==> config.mk <==
export PLATFORM = sky130hd
export DESIGN_NAME = alu_issue_flat
export DESIGN_NICKNAME = d
export VERILOG_FILES = /design/src/rtl/alu_issue_if.sv /design/src/rtl/alu_issue.sv /design/src/flat_wrapper.sv
export SDC_FILE = /design/constraint.sdc
export NUM_CORES = 1
export LEC_CHECK = 0
export BUFFER_PORTS_ARGS = -buffer_cell sky130_fd_sc_hd__buf_4
export CAP_MARGIN = 20
export CELL_PAD_IN_SITES_DETAIL_PLACEMENT = 1
export CELL_PAD_IN_SITES_GLOBAL_PLACEMENT = 2
export CORE_AREA = 2 2 178 180
export DETAILED_ROUTE_END_ITERATION = 10
export DIE_AREA = 0 0 180 182
export PLACE_DENSITY_LB_ADDON = 0.1
export SYNTH_ARGS = -nofsm -noshare
export SYNTH_HDL_FRONTEND = slang
export SYNTH_SLANG_ARGS = --single-unit
==> constraint.sdc <==
create_clock -name clk -period 1.65 [get_ports clk]
set_clock_uncertainty 0.15 [all_clocks]
set_input_delay 0.165 -clock clk [delete_from_list [all_inputs] [get_ports clk]]
set_output_delay 0.165 -clock clk [all_outputs]
set_load 0.1 [all_outputs]
==> src/rtl/alu_issue_if.sv <==
// Issue-stage bus: upstream instruction/operand handshake plus downstream decoded ALU op.
// master = producer/consumer environment, slave = the alu_issue block.
interface alu_issue_if;
    logic        in_valid;
    logic        in_ready;
    logic [31:0] instruction;
    logic [63:0] pc;
    logic [63:0] rs1_data;
    logic [63:0] rs2_data;
    logic        out_valid;
    logic        out_ready;
    logic [4:0]  alu_function;
    logic [63:0] operand_a;
    logic [63:0] operand_b;
    logic        is_word;
    logic        is_branch;
    logic        branch_invert;
    logic        illegal;

    modport master (
        output in_valid, instruction, pc, rs1_data, rs2_data, out_ready,
        input  in_ready, out_valid, alu_function, operand_a, operand_b,
               is_word, is_branch, branch_invert, illegal
    );

    modport slave (
        input  in_valid, instruction, pc, rs1_data, rs2_data, out_ready,
        output in_ready, out_valid, alu_function, operand_a, operand_b,
               is_word, is_branch, branch_invert, illegal
    );
endinterface

==> src/rtl/alu_issue.sv <==
// RV64I integer-ALU issue stage: decodes one instruction into ALU function/operands, registered.
// Define ALU_ISSUE_SKID_EN for a 2-entry skid buffer with a flopped in_ready.
module alu_issue (
    input  logic       clk,
    input  logic       rst_n,
    input  logic       flush,
    alu_issue_if.slave bus
);
    typedef struct packed {
        logic [4:0]  alu_function;
        logic [63:0] operand_a;
        logic [63:0] operand_b;
        logic        is_word;
        logic        is_branch;
        logic        branch_invert;
        logic        illegal;
    } dec_t;

    localparam logic [6:0] OPC_OP     = 7'b0110011;
    localparam logic [6:0] OPC_OP32   = 7'b0111011;
    localparam logic [6:0] OPC_IMM    = 7'b0010011;
    localparam logic [6:0] OPC_IMM32  = 7'b0011011;
    localparam logic [6:0] OPC_LUI    = 7'b0110111;
    localparam logic [6:0] OPC_AUIPC  = 7'b0010111;
    localparam logic [6:0] OPC_LOAD   = 7'b0000011;
    localparam logic [6:0] OPC_STORE  = 7'b0100011;
    localparam logic [6:0] OPC_BRANCH = 7'b1100011;

    logic [31:0] inst;
    logic [2:0]  f3;
    logic [6:0]  f7;
    logic        alt;
    logic        w_f3_ok;
    logic        shift;
    logic [63:0] imm_i, imm_s, imm_u;
    logic [63:0] rs1_w_z, rs1_w_s;
    logic        word;
    logic        bad;
    dec_t        dec;

    assign inst    = bus.instruction;
    assign f3      = inst[14:12];
    assign f7      = inst[31:25];
    assign alt     = inst[30];
    assign w_f3_ok = (f3 == 3'b000) || (f3 == 3'b001) || (f3 == 3'b101);
    assign shift   = (f3 == 3'b001) || (f3 == 3'b101);
    assign imm_i   = {{52{inst[31]}}, inst[31:20]};
    assign imm_s   = {{52{inst[31]}}, inst[31:25], inst[11:7]};
    assign imm_u   = {{32{inst[31]}}, inst[31:12], 12'b0};
    assign rs1_w_z = {32'b0, bus.rs1_data[31:0]};
    assign rs1_w_s = {{32{bus.rs1_data[31]}}, bus.rs1_data[31:0]};

    always_comb begin
        dec  = '0;
        bad  = 1'b0;
        word = 1'b0;
        case (inst[6:0])
            OPC_OP, OPC_OP32: begin
                word = (inst[6:0] == OPC_OP32);
                bad  = (f7 != 7'b0000000 && f7 != 7'b0100000) || (word && !w_f3_ok) ||
                       (alt && f3 != 3'b000 && f3 != 3'b101);
                dec.alu_function = {word, alt, f3};
                dec.operand_a    = bus.rs1_data;
                dec.operand_b    = bus.rs2_data;
                dec.is_word      = word;
                // 32-bit right shifts need the upper half fixed up before a 64-bit shifter
                if (word && f3 == 3'b101)
                    dec.operand_a = alt ? rs1_w_s : rs1_w_z;
            end
            OPC_IMM, OPC_IMM32: begin
                word = (inst[6:0] == OPC_IMM32);
                bad  = (word && !w_f3_ok) ||
                       (shift && !word && inst[31:26] != 6'b000000 && inst[31:26] != 6'b010000) ||
                       (f3 == 3'b001 && alt);
                dec.alu_function = {word, alt && f3 == 3'b101, f3};
                dec.operand_a    = bus.rs1_data;
                dec.operand_b    = imm_i;
                dec.is_word      = word;
                if (shift)
                    dec.operand_b = word ? {59'b0, inst[24:20]} : {58'b0, inst[25:20]};
                if (word && f3 == 3'b101)
                    dec.operand_a = alt ? rs1_w_s : rs1_w_z;
            end
            OPC_LUI: begin
                dec.operand_b = imm_u;
            end
            OPC_AUIPC: begin
                dec.operand_a = bus.pc;
                dec.operand_b = imm_u;
            end
            OPC_LOAD: begin
                dec.operand_a = bus.rs1_data;
                dec.operand_b = imm_i;
            end
            OPC_STORE: begin
                dec.operand_a = bus.rs1_data;
                dec.operand_b = imm_s;
            end
            OPC_BRANCH: begin
                bad = (f3[2:1] == 2'b01);
                dec.alu_function  = f3[2] ? {4'b0001, f3[1]} : 5'b01000;
                dec.operand_a     = bus.rs1_data;
                dec.operand_b     = bus.rs2_data;
                dec.is_branch     = 1'b1;
                dec.branch_invert = f3[0];
            end
            default: bad = 1'b1;
        endcase
        if (bad) begin
            dec         = '0;
            dec.illegal = 1'b1;
        end
    end

    dec_t out_q;
    logic out_vld;

`ifdef ALU_ISSUE_SKID_EN
    dec_t skid_q;
    logic skid_vld;
    logic in_rdy_q;
    logic accept;

    // in_ready is a flop (skid empty); flush only forces it high
    assign bus.in_ready = in_rdy_q | flush;
    assign accept       = bus.in_valid && in_rdy_q;

    always_ff @(posedge clk or negedge rst_n) begin
        if (!rst_n) begin
            out_vld  <= 1'b0;
            out_q    <= '0;
            skid_vld <= 1'b0;
            skid_q   <= '0;
            in_rdy_q <= 1'b1;
        end else if (flush) begin
            out_vld  <= 1'b0;
            skid_vld <= 1'b0;
            in_rdy_q <= 1'b1;
        end else if (!out_vld || bus.out_ready) begin
            if (skid_vld) begin
                out_q    <= skid_q;
                out_vld  <= 1'b1;
                skid_vld <= 1'b0;
                in_rdy_q <= 1'b1;
            end else if (accept) begin
                out_q   <= dec;
                out_vld <= 1'b1;
            end else begin
                out_vld <= 1'b0;
            end
        end else if (accept) begin
            skid_q   <= dec;
            skid_vld <= 1'b1;
            in_rdy_q <= 1'b0;
        end
    end
`else
    logic accept;

    assign bus.in_ready = !out_vld || bus.out_ready || flush;
    assign accept       = bus.in_valid && bus.in_ready;

    always_ff @(posedge clk or negedge rst_n) begin
        if (!rst_n) begin
            out_vld <= 1'b0;
            out_q   <= '0;
        end else if (flush) begin
            out_vld <= 1'b0;
        end else if (accept) begin
            out_q   <= dec;
            out_vld <= 1'b1;
        end else if (bus.out_ready) begin
            out_vld <= 1'b0;
        end
    end
`endif

    assign bus.out_valid     = out_vld;
    assign bus.alu_function  = out_q.alu_function;
    assign bus.operand_a     = out_q.operand_a;
    assign bus.operand_b     = out_q.operand_b;
    assign bus.is_word       = out_q.is_word;
    assign bus.is_branch     = out_q.is_branch;
    assign bus.branch_invert = out_q.branch_invert;
    assign bus.illegal       = out_q.illegal;
endmodule

==> src/flat_wrapper.sv <==
// flat-port wrapper written by rule: the top's interface ports become plain ports
module alu_issue_flat 
  (clk, rst_n, flush, bus_in_valid, bus_instruction, bus_pc, bus_rs1_data, bus_rs2_data, bus_out_ready, bus_in_ready, bus_out_valid, bus_alu_function, bus_operand_a, bus_operand_b, bus_is_word, bus_is_branch, bus_branch_invert, bus_illegal);
  alu_issue_if bus_i ();
  input  logic clk;
  input  logic rst_n;
  input  logic flush;
  input wire logic [$bits(bus_i.in_valid)-1:0] bus_in_valid;
  input wire logic [$bits(bus_i.instruction)-1:0] bus_instruction;
  input wire logic [$bits(bus_i.pc)-1:0] bus_pc;
  input wire logic [$bits(bus_i.rs1_data)-1:0] bus_rs1_data;
  input wire logic [$bits(bus_i.rs2_data)-1:0] bus_rs2_data;
  input wire logic [$bits(bus_i.out_ready)-1:0] bus_out_ready;
  output wire logic [$bits(bus_i.in_ready)-1:0] bus_in_ready;
  output wire logic [$bits(bus_i.out_valid)-1:0] bus_out_valid;
  output wire logic [$bits(bus_i.alu_function)-1:0] bus_alu_function;
  output wire logic [$bits(bus_i.operand_a)-1:0] bus_operand_a;
  output wire logic [$bits(bus_i.operand_b)-1:0] bus_operand_b;
  output wire logic [$bits(bus_i.is_word)-1:0] bus_is_word;
  output wire logic [$bits(bus_i.is_branch)-1:0] bus_is_branch;
  output wire logic [$bits(bus_i.branch_invert)-1:0] bus_branch_invert;
  output wire logic [$bits(bus_i.illegal)-1:0] bus_illegal;
  assign bus_i.in_valid = bus_in_valid;
  assign bus_i.instruction = bus_instruction;
  assign bus_i.pc = bus_pc;
  assign bus_i.rs1_data = bus_rs1_data;
  assign bus_i.rs2_data = bus_rs2_data;
  assign bus_i.out_ready = bus_out_ready;
  assign bus_in_ready = bus_i.in_ready;
  assign bus_out_valid = bus_i.out_valid;
  assign bus_alu_function = bus_i.alu_function;
  assign bus_operand_a = bus_i.operand_a;
  assign bus_operand_b = bus_i.operand_b;
  assign bus_is_word = bus_i.is_word;
  assign bus_is_branch = bus_i.is_branch;
  assign bus_branch_invert = bus_i.branch_invert;
  assign bus_illegal = bus_i.illegal;
  alu_issue u_core (.clk(clk), .rst_n(rst_n), .flush(flush), .bus(bus_i));
endmodule
==> Word level (Yosys, flattened, before mapping) <==
Cells that the tools add are included.
{ "totals": {"wordCells": 77, "inputBits": 229, "regBits": 138} }
{ "op_classes": {"n_reduce_logical": 37, "n_bitwise": 1, "mux": 16, "eq_ne": 15} }
{ "ops": {"columns": ["op", "count"], "rows": [
  ["64-bit case mux with 5 select lines", 1],
  ["64-bit two-way mux", 4],
  ["64-bit case mux with 4 select lines", 1],
  ["137-bit two-way mux", 1],
  ["7-bit by 6-bit equality test with 1-bit output (second input constant)", 4],
  ["7-bit by 5-bit equality test with 1-bit output (second input constant)", 3],
  ["5-bit case mux with 3 select lines", 1],
  ["1-bit logical AND", 13],
  ["1-bit logical OR", 9],
  ["7-bit by 2-bit equality test with 1-bit output (second input constant)", 1],
  ["7-bit equality test (second input constant)", 1],
  ["7-bit by 6-bit != test with 1-bit output (second input constant)", 1],
  ["7-bit nonzero test", 1],
  ["6-bit two-way mux", 1],
  ["6-bit by 5-bit != test with 1-bit output (second input constant)", 1],
  ["3-bit nonzero test", 2],
  ["6-bit nonzero test", 1],
  ["2-bit OR reduction", 3],
  ["3-bit OR reduction", 2],
  ["4-bit two-way mux", 1],
  ["1-bit case mux with 4 select lines", 1],
  ["4-bit OR reduction", 1],
  ["3-bit by 1-bit equality test with 1-bit output (second input constant)", 1],
  ["3-bit equality test (second input constant)", 1],
  ["other kinds (9)", 13]
]} }

==> Longest topological paths before layout <==
Gate-level depths: netlist of run 1.
{ "depth": {"ltp_word": 9, "depth_mapped": 8, "depth_no_buf": 5} }

==> Worst setup path before layout of run 1 <==
No wires, ideal clock.
{ "synth_timing": {"path_kind": "reg2reg", "startpoint": "register u_core.out_vld (netlist: u_core.bus.out_valid)", "endpoint": "register u_core.out_q (netlist bit u_core.bus.is_branch)", "t_arrival_ns": 1.946, "t_required_ns": 1.405, "path_stages_with_launch": 7, "setup_slack_ns": -0.541, "cell_sequence": "dfrtp_1 nand2b_1 nand3b_1 clkbuf_1 clkbuf_1 nand2_1 o31ai_1"} }
{ "synth_between": {"elab_chain_cells": 5} }
{ "synth_lines": {"columns": ["element", "line", "rtl"], "rows": [
  ["start, declared", "alu_issue.sv:116", "logic out_vld;"],
  ["start signal, assigned", "alu_issue.sv:165", "out_vld <= 1'b0;"],
  ["start signal, assigned", "alu_issue.sv:168", "out_vld <= 1'b0;"],
  ["start signal, assigned", "alu_issue.sv:171", "out_vld <= 1'b1;"],
  ["1-bit logical NOT", "alu_issue.sv:160", "assign bus.in_ready = !out_vld || bus.out_ready || flush;"],
  ["1-bit logical OR (2 in series)", "alu_issue.sv:160", null],
  ["1-bit logical AND", "alu_issue.sv:161", "assign accept = bus.in_valid && bus.in_ready;"],
  ["2-bit AND reduction (no source line)", null, null],
  ["end signal, assigned", "alu_issue.sv:166", "out_q <= '0;"],
  ["end signal, assigned", "alu_issue.sv:170", "out_q <= dec;"],
  ["end, declared", "alu_issue.sv:115", "dec_t out_q;"]
]} }
No other way between the ends.
A chain may end at the register's enable or synchronous reset.

==> Worst setup path after layout of run 1 <==
{ "layout_timing": {"startpoint": "register u_core.out_vld (netlist: u_core.bus.out_valid)", "endpoint": "register u_core.out_q (netlist bit u_core.bus.operand_b[20])"} }
The elaborated chain is that of the path after synthesis.

==> impl_metrics.yaml, run 1 <==
status:
  outcome: "complete, but fails checks"
  violations: "setup timing"
logic_synthesis:
  yosys_most_used_dff: "dfrtp_1"
  synthDistinctLibCells: 46
  synth_edf_count: 0
  syn_area_per_cell_um2: 9.34
  synth_area_um2: 6680
  synth_top_area_cell: "dfrtp_1"
  synth_xor_area_share_pct: 0.131
  yosys_warnings: 0
  syn-num-nets: 944
  synth_top_area_share_pct: 51.7
  synth.area.top_cells: "dfrtp_1 (52%), a2bb2oi_1 (8.5%), nand2_1 (7.8%), o21ai_1 (5.4%), a22oi_1 (4.9%)"
  ys_ff_latch: 138
  synth_seq_area_share_pct: 51.7
  synth_top_family_by_area: "compound AO/OA/AOI/OAI gates"
  synth_simple_gate_area_share_pct: 11.3
  yosys.cell_count.top_type: "nand2_1"
  synth_fa_ha_area_share_pct: 0
  synth_compound_area_share_pct: 31.8
  synthMuxAreaShare_pct: 0
  async_reset_ff_share_pct: 100
  netlist_instances: 715
  synth_common_cells: "nand2_1 (139), dfrtp_1 (138), o21ai_1 (72)"
global_route:
  antenna_found_initial: 0
  grt_max_degree: 49
  gr-total-overflow: 0
  grtUsageTotal_pct: 19.8
  grt_pass1_wl_um: 51100
  grt_pass1_vias: 8712
setup_path:
  cp_max_fo: 21
  critPathLaunchType: "flop"
  cp.required_ns: 1.85
  critical_path_class: "reg -> reg"
  cp_slowest_cell: "dfrtp_4"
  crit_chain: "nand2b_4 -> nand3b_1 -> a31oi_4 -> o2111ai_4 -> buf_6 -> buf_16 -> o21ai_1"
  arrival_ns: 2.15
  critPathMaxStageDelay_ns: 0.49
  end_kind: "flop"
worst_hold_path:
  hold_class: "in -> reg"
sta:
  relSlewSlack_pct: 68.6
  drv_slew: 0
  rsz0062_at_grt: "yes"
  setup_violations: 138
  layout_min_cycle_time_ns: 1.96
  fin_ws_ns: -0.307
  hold_violations: 0
  fin_crit_sh_pct: 119
  fmax_ghz: 0.511
  whs_ns: 0.0218
  worst_pin_slew_ns: 0.469
  setup_tns_ns: -33.41
routing:
  route.met3.wl_um: 1660
  ant_nets: 0
  vias: 8084
  routed_wirelength_um: 34100
  top_layer_used: "met4"
  avgViaCountPerCell: 4.60
  firstDrtPassIters: 4
  wl_per_cell_um: 19.4
  route.met2.wl_um: 16700
  post-route-drc-count: 0
  met1_length_um: 15100
  first_iter_violations: 335
pwr:
  powerDensity_nw_per_um2: 653
  p_leak_uw: 0.00633
  ir_drop_uv: 557
die:
  ios: 368
  die_h_um: 182
  std_cell_rows: 65
  coreArea_um2: 31000
  die_w_um: 180
  start_util_pct: 21.6
  dieArea_um2: 32800
cells_and_area:
  drive_above_1_share_pct: 41.2
  fillerInstances: 3479
  num_antenna_cells: 0
  area_delta_synth_final_pct: 107
  final_nets: 1572
place:
  numPortBuffers: 367
  routabilityCongestion: 0.788
  place_ws_ns: -0.604
  dpl.hpwl_um: 21600
cts:
  cts-htree-levels: 4
  numCtsBuffers: 17
  cts_max_path_buffers: 2
  cts.clk_slew.worst_paths_ns: 0.07
  cts_sinks: 138
  cts_root_buffer: "clkbuf_16"
  cts_tree: "built"
  clock_latency_ns: 0.41
job:
  maxCapViolCount: 0
[critical path, delay by kind of cell (launching register included)]
kind	cells	cell delay (ns)
AOI/OAI and AO/OA	3	0.60
buffers and inverters	2	0.36
DFF	1	0.49
and+or+nand+nor	2	0.27
[power by group]
group | total [µW] | switching (µW) | internal [µW] | leakage (µW)
logic | 1660 | 700 | 965 | 0.00413
registers | 3410 | 9.70 | 3400 | 0.00192
clock network | 3950 | 1660 | 2280 | 0.000273
[timing repair]
| item | CTS | global route |
|---|---|---|
| gates resized for setup | 36 | 78 |
| hold endpoints to repair | 267 | 1 |
| hold buffers | 212 | 1 |
| setup buffers | 2 | 7 |
| pin swaps | 1 | 13 |
| cloned | 1 | 9 |
| endpoints found under the setup margin | 138 | 139 |
[sequential cells by signal, indices dropped and copies added, names as in the netlist]
register and count:
u_core.bus.is_word 1, u_core.bus.is_branch 1, u_core.bus.operand_b 64, u_core.bus.operand_a 64
u_core.bus.branch_invert 1, u_core.bus.alu_function 5, u_core.bus.out_valid 1, u_core.bus.illegal 1
[cells in the final DEF (no fill, tap or decap), types with 19 or more instances in the layout]
| master | n |
|---|---|
| a21oi_1 | 36 |
| a221oi_1 | 19 |
| a22oi_1 | 44 |
| a2bb2oi_1 | 65 |
| buf_12 | 19 |
| buf_4 | 429 |
| clkbuf_16 | 23 |
| dfrtp_1 | 137 |
| dlygate4sd3_1 | 212 |
| nand2_1 | 138 |
| o21ai_1 | 90 |
| o21ai_2 | 43 |
[final cells by class]
| class | instances | area (µm²) | area share [%] |
|---|---|---|---|
| clock buffers | 19 | 443 | 3.21 |
| clock inverters | 12 | 143 | 1.03 |
| inverters | 6 | 22.5 | 0.163 |
| multi-input cells | 501 | 3150 | 22.8 |
| flip-flops and latches | 138 | 3460 | 25.0 |
| well taps | 402 | 503 | 3.64 |
| repair buffers | 679 | 6080 | 44.1 |
[worst paths after layout]
kind | startpoint | end | slack (ns) | depth (start not counted)
min | bus_instruction[10] | u_core.bus.operand_b[3] | 0.02 | 4
max in group asynchronous | rst_n | u_core.bus.operand_a[5] | 0.29 | 3
min reg2reg | u_core.bus.operand_a[1] | u_core.bus.operand_a[1] | 0.33 | 2
max | u_core.bus.out_valid | u_core.bus.operand_b[20] | -0.31 | 7
max reg2reg | u_core.bus.out_valid | u_core.bus.operand_b[20] | -0.31 | 7
min in group asynchronous | rst_n | u_core.bus.operand_a[58] | 0.19 | 3
[metrics by stage]
stage / total power [µW] / std cells / util [%] / instance area, µm²
5_1_grt: 9390 / 1757 / 44.6 / 13800
6_report: 9020 / 1757 / 44.6 / 13800
3_5_place_dp: 4640 / 1496 / 34.1 / 10600
3_3_place_gp: 4640 / 1496 / 34.1 / 10600
2_1_floorplan: 3870 / 715 / - / 6760
4_1_cts: 9100 / 1742 / 43.1 / 13400
[cells by family (layout without fill, tap and decap cells)]
kind of cell	Yosys count	count (layout)
AOI/OAI and AO/OA	323	323
xor gates and xnor gates	1	1
buffers and inverters	76	716
DFF	138	138
and+or+nand+nor	177	177
[per-layer routing]
| metal | GRT usage [%] | vias up |
|---|---|---|
| met2 | 33.3 | 233 |
| met5 | 0 | - |
| li1 | - | 3886 |
| met3 | 4.79 | 28 |
| met4 | 5.04 | 0 |
| met1 | 25.5 | 3937 |
No activity file was read; power rests on OpenSTA's default activity.
==> run 2, diff against run 1 <==
REMOVE_ABC_BUFFERS = 1   (was default)
==> run 2 against run 1 <==
Effect of this change:
- the run still ends with setup timing left
- sequential share of layout area decreased by 0.20 points
- via count increased by 0.96%
- fmax down 3.3%
- final cell count increased by 0.34%
- sequential power about the same
- core utilization grew 0.31 points
==> impl_metrics.yaml, run 2 (synthesis gave the netlist of run 1 again) <==
die:
  ios: 368
  coreArea_um2: 31000
  std_cell_rows: 65
  die_h_um: 182
  die_w_um: 180
  start_util_pct: 21.6
  dieArea_um2: 32800
setup_path:
  end_kind: "flop"
  cp_max_fo: 7
  critical_path_class: "reg -> reg"
  worst_r2r_path_depth: 10
  critPathLaunchType: "flop"
  cp.required_ns: 1.85
  arrival_ns: 2.23
sta:
  hold_violations: 0
  setup_tns_ns: -39.40
  rsz0062_at_grt: "yes"
  worst_pin_slew_ns: 0.486
  whs_ns: 0.0136
  layout_min_cycle_time_ns: 2.02
  fmax_ghz: 0.494
  drv_slew: 0
  fin_ws_ns: -0.373
  fin_crit_sh_pct: 123
  relSlewSlack_pct: 67.5
  setup_violations: 138
status:
  outcome: "complete, but fails checks"
  violations: "setup timing"
cts:
  cts_max_path_buffers: 2
  cts-htree-levels: 4
  cts_root_buffer: "clkbuf_16"
  cts_sinks: 138
  cts.clk_slew.worst_paths_ns: 0.07
  clock_latency_ns: 0.42
  numCtsBuffers: 17
  cts_tree: "built"
job:
  maxCapViolCount: 0
routing:
  avgViaCountPerCell: 4.63
  vias: 8162
  first_iter_violations: 388
  routed_wirelength_um: 33700
  ant_nets: 0
  wl_per_cell_um: 19.1
  post-route-drc-count: 0
  firstDrtPassIters: 4
global_route:
  grtUsageTotal_pct: 20.4
  grt_pass1_vias: 9046
  grt_pass1_wl_um: 52400
  gr-total-overflow: 0
  antenna_found_initial: 1
  grt_max_degree: 71
cells_and_area:
  drive_above_1_share_pct: 43.2
  fillerInstances: 3436
  layout_commonest_cell: "buf_4"
  num_antenna_cells: 0
  stdcell_area_um2: 13900
  final_cell_mix: "buf_4 (431), dlygate4sd3_1 (214), nand2_1 (139)"
  multi_input_area_um2: 3250
  final_nets: 1578
  area_delta_synth_final_pct: 108
  regArea_um2: 3450
place:
  dpl.hpwl_um: 22000
  numPortBuffers: 367
  routabilityCongestion: 0.742
  placedInstanceArea_um2: 10700
worst_hold_path:
  worstHoldPathCells: 4
  hold_class: "in -> reg"
pwr:
  p_total_uw: 8670
  p_leak_uw: 0.00637
  ir_drop_uv: 590
  powerDensity_nw_per_um2: 623
[run 2: changes by cell type in the layout (fill, tap and decap cells not counted), moves of 2 or more]
cell	delta
o21ai_2	+27
o21ai_1	-26
buf_12	+8
clkbuf_16	-6
clkinv_2	+3
buf_4	+2
buf_6	-2
buf_8	+2
bufinv_16	-2
dlygate4sd3_1	+2
[run 2: per-layer routing]
metal | track usage, % | wire length, µm | vias to the layer above
li1 | - | - | 3889
met1 | 26.2 | 14900 | 4004
met2 | 34.8 | 16600 | 225
met3 | 4.21 | 1440 | 42
met4 | 6.02 | 740 | 2
met5 | 0 | 10 | -
[run 2: stage by stage]
stage | util [%] | setup WS (ns) | instances
floorplan | - | -5.04 | 645
global placement | 34.7 | -0.452 | 1510
detailed placement | 34.7 | -0.551 | 1510
CTS | 44.5 | -0.346 | 1762
global route | 44.9 | -0.450 | 1763
finish | 44.9 | -0.373 | 1763
[run 2: timing repair]
item / CTS / global route
pin swaps: 41 / 3
setup buffers: 3 / 1
endpoints found under the setup margin: 138 / 138
endpoints found under the hold margin: 267 / 0
hold buffers: 214 / 0
gates cloned: 4 / 0
gates resized for setup: 119 / 31
[run 2: final timing paths]
kind,from,endpoint,slack (ns)
max in group asynchronous,rst_n,u_core.bus.operand_a[3],0.68
min in group asynchronous,rst_n,u_core.bus.operand_b[15],0.05
setup / recovery,u_core.bus.out_valid,u_core.bus.operand_a[18],-0.37
hold / removal,bus_instruction[9],u_core.bus.operand_b[2],0.01
hold reg to reg,u_core.bus.operand_b[36],u_core.bus.operand_b[36],0.33
setup reg to reg,u_core.bus.out_valid,u_core.bus.operand_a[18],-0.37
[run 2: final cells by class]
type | count | share of cell area (%)
multi-input combinational | 501 | 23.4
inverter | 6 | 0.162
clock inverter | 13 | 0.693
sequential | 138 | 24.8
timing repair buffer | 685 | 44.1
tap | 402 | 3.62
clock buffer | 18 | 3.16
[run 2: power breakdown]
group	switching (µW)	internal, µW	total [µW]
registers	7.99	3400	3410
logic	700	966	1670
clock network	1640	1960	3600
[run 2: critical path, cell delays in order, from the launching register on]
cell       delay, ns
dfrtp_1         0.38
nand2b_1        0.11
nand3b_1        0.13
buf_6           0.16
a31oi_4         0.16
buf_6           0.13
o2111ai_4       0.13
buf_8           0.18
buf_12          0.15
buf_12          0.14
o21ai_2         0.12
